[src/rtl/led_pattern_sequencer.sv]
// rtl/led_pattern_sequencer.sv - status-LED pattern sequencer driving the divider enable
//
// Ports:
//   clk            system clock
//   rst            asynchronous active-high reset
//   tick_i         one-cycle pulse from the clock divider
//   busy_i         level, core is computing
//   done_i         pulse, operation completed
//   error_i        pulse, operation failed
//   error_clear_i  pulse, user acknowledges the error
//   div_enable_o   divider enable; low clears the divider counter
//   leds_o         registered LED drive
//   state_o        current mode: IDLE=0, CHASE=1, DONE=2, ERROR=3
module led_pattern_sequencer #(
  parameter int LED_WIDTH    = 16,
  parameter int DONE_FLASHES = 3
) (
  input  logic                 clk,
  input  logic                 rst,
  input  logic                 tick_i,
  input  logic                 busy_i,
  input  logic                 done_i,
  input  logic                 error_i,
  input  logic                 error_clear_i,
  output logic                 div_enable_o,
  output logic [LED_WIDTH-1:0] leds_o,
  output logic [1:0]           state_o
);

  localparam int CW = $clog2(DONE_FLASHES + 1);
  localparam logic [CW-1:0] FLASH_LAST = CW'(DONE_FLASHES);
  localparam logic [LED_WIDTH-1:0] ALL_ON = {LED_WIDTH{1'b1}};

  typedef enum logic [1:0] {
    IDLE  = 2'd0,
    CHASE = 2'd1,
    DONE  = 2'd2,
    ERROR = 2'd3
  } state_t;

  state_t               state, state_n, target;
  logic [LED_WIDTH-1:0] leds_n;
  logic [CW-1:0]        flash_cnt, flash_cnt_n;
  logic                 div_en_n;
  logic                 go;
  logic                 tick_ok;

  // The enable is low in IDLE and in every entry cycle, so it doubles as the
  // "tick may be accepted" qualifier.
  assign tick_ok = tick_i & div_enable_o;

  always_comb begin
    state_n     = state;
    leds_n      = leds_o;
    flash_cnt_n = flash_cnt;
    div_en_n    = (state != IDLE);
    go          = 1'b0;
    target      = state;

    case (state)
      IDLE: begin
        leds_n = '0;
        if (error_i) begin
          go = 1'b1; target = ERROR;
        end else if (done_i) begin
          go = 1'b1; target = DONE;
        end else if (busy_i) begin
          go = 1'b1; target = CHASE;
        end
      end
      CHASE: begin
        if (error_i) begin
          go = 1'b1; target = ERROR;
        end else if (done_i) begin
          go = 1'b1; target = DONE;
        end else if (!busy_i) begin
          go = 1'b1; target = IDLE;
        end else if (tick_ok) begin
          leds_n = {leds_o[LED_WIDTH-2:0], leds_o[LED_WIDTH-1]};
        end
      end
      DONE: begin
        if (error_i) begin
          go = 1'b1; target = ERROR;
        end else if (done_i) begin
          go = 1'b1; target = DONE;  // re-entry restarts pattern and counter
        end else if (tick_ok) begin
          if (leds_o == ALL_ON) begin
            leds_n      = '0;
            flash_cnt_n = flash_cnt + CW'(1);
          end else if (flash_cnt != FLASH_LAST) begin
            leds_n = ALL_ON;
          end else begin
            go     = 1'b1;
            target = busy_i ? CHASE : IDLE;
          end
        end
      end
      ERROR: begin
        // A repeated error_i is not an event here; the blink keeps running.
        if (error_clear_i && !error_i) begin
          go = 1'b1; target = IDLE;
        end else if (tick_ok) begin
          leds_n = ~leds_o;
        end
      end
      default: begin
        go = 1'b1; target = IDLE;
      end
    endcase

    // Every entry (including re-entry) holds the divider in clear for one cycle.
    if (go) begin
      state_n  = target;
      div_en_n = 1'b0;
      case (target)
        IDLE:    leds_n = '0;
        CHASE:   leds_n = LED_WIDTH'(1);
        DONE: begin
          leds_n      = ALL_ON;
          flash_cnt_n = '0;
        end
        default: leds_n = ALL_ON;
      endcase
    end
  end

  always_ff @(posedge clk or posedge rst) begin
    if (rst) begin
      state        <= IDLE;
      leds_o       <= '0;
      flash_cnt    <= '0;
      div_enable_o <= 1'b0;
    end else begin
      state        <= state_n;
      leds_o       <= leds_n;
      flash_cnt    <= flash_cnt_n;
      div_enable_o <= div_en_n;
    end
  end

  assign state_o = state;

endmodule

[config.mk]
export PLATFORM = sky130hd
export DESIGN_NAME = led_pattern_sequencer
export DESIGN_NICKNAME = d
export VERILOG_FILES = /design/src/rtl/led_pattern_sequencer.sv
export SDC_FILE = /design/constraint.sdc
export NUM_CORES = 1
export LEC_CHECK = 0
export ABC_CLOCK_PERIOD_IN_PS = 4500
export BUFFER_PORTS_ARGS = -buffer_cell sky130_fd_sc_hd__clkbuf_2
export CAP_MARGIN = 40
export CORE_MARGIN = 2
export CORE_UTILIZATION = 40
export CTS_CLUSTER_SIZE = 14
export DETAILED_ROUTE_END_ITERATION = 8
export SETUP_SLACK_MARGIN = 0.15
export SYNTH_ARGS = -nofsm -noshare
export SYNTH_HDL_FRONTEND = slang
export SYNTH_SLANG_ARGS = --single-unit
[constraint.sdc]
create_clock -name clk -period 4.5 [get_ports clk]
set_input_delay 0.9 -clock clk [delete_from_list [all_inputs] [get_ports clk]]
set_output_delay 0.9 -clock clk [all_outputs]
set_load 0.03 [all_outputs]
# Word-level counts from Yosys, hierarchy flattened
# Index checks and enable logic that the tools add are counted.
# classes
addsub	1
mul	0
n_div	0
n_lt_le_gt_ge	0
n_eq_ne	17
n_shift	0
n_mux	49
bitwise_logic	2
reduce_logical	6
# op_table
operator	count
2-to-1 mux 16 bit	12
case mux 16 bit (4 select lines)	1
2-to-1 mux 2 bit	19
case mux 16 bit (2 select lines)	1
!= test 3 bit (second input constant)	9
equality test 16 bit (second input constant)	1
inverter 16 bit	1
2-to-1 mux 1 bit	14
AND reduction 10 bit	1
case mux 2 bit (4 select lines)	1
equality test 2 bit (second input constant)	3
equality test 2 x 1 -> 1 bit (second input constant)	2
logical NOT 2 bit	2
!= test 4 bit (second input constant)	1
case mux 1 bit (4 select lines)	1
adder 2 x 1 -> 2 bit (second input constant)	1
!= test 2 bit (second input constant)	1
nonzero test 2 bit	1
bitwise AND 1 bit	1
logical AND 1 bit	1
logical NOT 1 bit	1
# totals
register_bits	21
latch_bits	0
ramBits	0
mem_bits_ro	0
out_inout_bits	19
elab_cells	79
n_memories	0

# Logic depth before layout (Yosys ltp)
# depth
depth_word	10
ltp_mapped	9
depth_no_buf	8

# Worst setup path after synthesis
# No wires, ideal clock.
# synth_path
path_kind	register -> register
startpoint	register state[0] (netlist: state_o[0])
endpoint	register leds_o[11]
setup_time_ps	77
t_arrival_ps	2372
required_ps	4423
setup_slack_ps	2050
path_stages_with_launch	10
path_cell_list	dfrtp_1 inv_1 ha_1 nand2b_1 a32oi_1 a41oi_2 a21oi_1 buf_2 a211oi_1 a21oi_1
# synth_via
elab_chain_cells	9
# synth_lines
element	line_no	source
start: declaration	41	state_t state, state_n, target;
start signal: assignment	135	state <= state_n;
2-to-1 mux 2 bit	91	end else if (flash_cnt != FLASH_LAST) begin
2-to-1 mux 2 bit	88	if (leds_o == ALL_ON) begin
2-to-1 mux 2 bit	87	end else if (tick_ok) begin
2-to-1 mux 2 bit	85	end else if (done_i) begin
2-to-1 mux 2 bit	83	if (error_i) begin
case mux 2 bit (4 select lines)	60	case (state)
equality test 2 x 1 -> 1 bit or logical NOT 2 bit (tied branches)	116	case (target)
case mux 16 bit (2 select lines)	116	
2-to-1 mux 16 bit	113	if (go) begin
end signal: assignment	136	leds_o <= leds_n;
end: declaration	26	output logic [LED_WIDTH-1:0] leds_o,
# Several ways; a longest one is shown, not always the timed one.
# A chain may end at the register's enable or synchronous reset.

# Worst setup path in the final report
# layout_path
startpoint	register state[0] (netlist: state_o[0])
endpoint	register leds_o[0]
# Same word-level chain as after synthesis.

==> flow_summary_export.csv <==
group,metric,value,unit
clock_network,cts_resized,0,
setup_path,required,4.64,ns
synth,synth.avg_cell_area,9.10,um2
clock_network,clock_path_buffers,2,
synth,yosys_warnings,0,
timing,finalHoldViolCount,0,
worst_hold_path,hp-class,"reg2reg",
floorplanning,die_h,65.3,um
clock_network,cts_made_buffers,3,
timing,grt_setup_unrepaired,"false",
global_routing,grt_pass1_vias,1314,
synth,syn-cell-area,1500,um2
setup_path,crit_path_end_kind,"flip-flop",
clock_network,post_cts_buffers,0,
clock_network,cts_root_buf,"clkbuf_8",
placed_design,io_buffers,25,
timing,fin_crit,3.00,ns
detailed_routing,viasPerCell,6.00,
timing,setup_viol,0,
detailed_routing,first_iter_violations,113,
detailed_routing,first_pass_iters,4,
synth,syn_inst,165,
global_routing,grt_overflow,0,
timing,finalCritPeriodShare,66.7,%
cells_and_area,final_common_cell,"clkbuf_2",
synth,ys_ff_latch,21,
clock_network,clk_pin_slew,0.08,ns
floorplanning,start_util,41.3,%
timing,tns,0,ns
global_routing,grt_pass1_wl,6.33,mm
timing,relSlewSlack,44.6,%
floorplanning,io_pins,26,
timing,slew_violations,0,
global_routing,grt_usage,19.3,%
clock_network,h-tree-depth,1,
floorplanning,die_area,4260,um2
cells_and_area,syn2layout_area_growth,12.9,%
synth,async_flop_share,100,%
clock_network,hold_buffers,0,
synth,yosysUniqueCellTypes,40,
clock_network,clock-sinks,21,
setup_path,arrival,3.15,ns
synth,synthFlopType,"dfrtp_1",
placed_design,gp_congestion,0.830,
cells_and_area,num_antenna_cells,0,
placed_design,dp_hpwl,2.72,mm
synth,syn_nets,178,
setup_path,path_class,"reg2reg",
clock_network,clkLatencyLatePin,0.26,ns
synth,seq_area_frac_synth,35.0,%
detailed_routing,postRouteAntennaNets,0,
cells_and_area,final_nets,199,
global_routing,grt_max_degree,33,
timing,finalClockSkew,0.00750,ns
detailed_routing,wl_per_cell,16.3,um
detailed_routing,drc,0,
setup_path,path_max_fanout,32,
cells_and_area,mostFrequentLayoutCells,"clkbuf_2 (25), inv_1 (21), dfrtp_1 (21)",
global_routing,antenna_found_initial,0,
floorplanning,core_area,3630,um2
timing,clock.fmax,0.333,GHz
detailed_routing,drt-total-wl,3.81,mm
setup_path,start_kind,"flip-flop",
status,status,"finished clean",
synth,synth_edf_count,0,
floorplanning,chipWidth,65.3,um
clock_network,cts_tree,"done",
floorplanning,rows,22,
timing,hold_slack,0.570,ns
flow_run,drv_cap,0,
timing,tightestPinTransition,0.830,ns
detailed_routing,routed-via-count,1398,
cells_and_area,drive_gt1_share,18.4,%
state kept, by name, summed over array words and instances, names as in the netlist:
name,cells
state_o,2
leds_o,16
flash_cnt,2
div_enable_o,1
cells by family after synthesis:
group,count (synthesis),share of synthesized area [%]
xor gates and xnor gates,1,0.583
and+or+nand+nor,34,12.3
buffers and inverters,32,8.75
adders and majority gates,6,5.00
DFF,21,35.0
AOI/OAI and AO/OA,68,36.3
muxes,3,2.00
routing by layer:
layer,up-vias,track usage [%],wire (um)
met1,676,26.1,1740
met2,35,30.6,1850
met4,0,9.38,85
met5,-,0,0
met3,6,2.23,128
li1,681,-,-
synth_stat cells, types with 3 or more instances:
| master | number | area share [%] |
|---|---|---|
| nand2b_1 | 4 | 1.7 |
| buf_2 | 3 | 1.0 |
| ha_1 | 6 | 5.0 |
| dfrtp_1 | 21 | 35 |
| a21oi_1 | 18 | 6.0 |
| a211oi_1 | 15 | 7.5 |
| nand3b_1 | 3 | 1.5 |
| inv_1 | 21 | 5.3 |
| nand2_1 | 8 | 2.0 |
| a221o_1 | 17 | 11 |
| clkbuf_1 | 5 | 1.3 |
| nand4_1 | 4 | 1.7 |
| nor3_1 | 4 | 1.3 |
| mux2i_1 | 3 | 2.0 |
layout make-up:
cell class                 instances  area, um2
fill                             378       1940
multi-input combinational        112        845
sequential                        21        526
timing repair buffer              27        140
inverter                          21       78.8
tap                               48       60.1
clock buffer                       3       41.3
clock inverter                     1       5.00
final timing paths:
path | start | to | slack, ns | cells after the start
hold / removal | flash_cnt[1] | flash_cnt[1] | 0.57 | 2
hold reg to reg | flash_cnt[1] | flash_cnt[1] | 0.57 | 2
setup reg to reg | state_o[0] | leds_o[0] | 1.50 | 7
setup / recovery | state_o[0] | leds_o[0] | 1.50 | 7
max in group asynchronous | rst | leds_o[14] | 3.21 | 2
min in group asynchronous | rst | leds_o[11] | 0.77 | 2
per-stage QoR:
step,util (%),area [um2],worst slack [ns],std cells
floorplan,-,1500,2.05,165
finish,46.7,1700,1.50,233
global route,46.7,1700,1.24,233
CTS,46.7,1700,1.49,233
detailed placement,45.4,1650,1.51,229
global placement,45.2,1640,1.59,228
critical path: stages (launching register included):
cell	delay (ns)
dfrtp_1	0.44
ha_1	0.51
nor3_1	0.40
a32oi_1	0.17
a41oi_2	0.37
a21boi_4	0.71
nand3b_1	0.19
nand3b_1	0.09
Power is not shown: default switching activity piles up to over one toggle a cycle in this logic, so the estimate is an artifact.
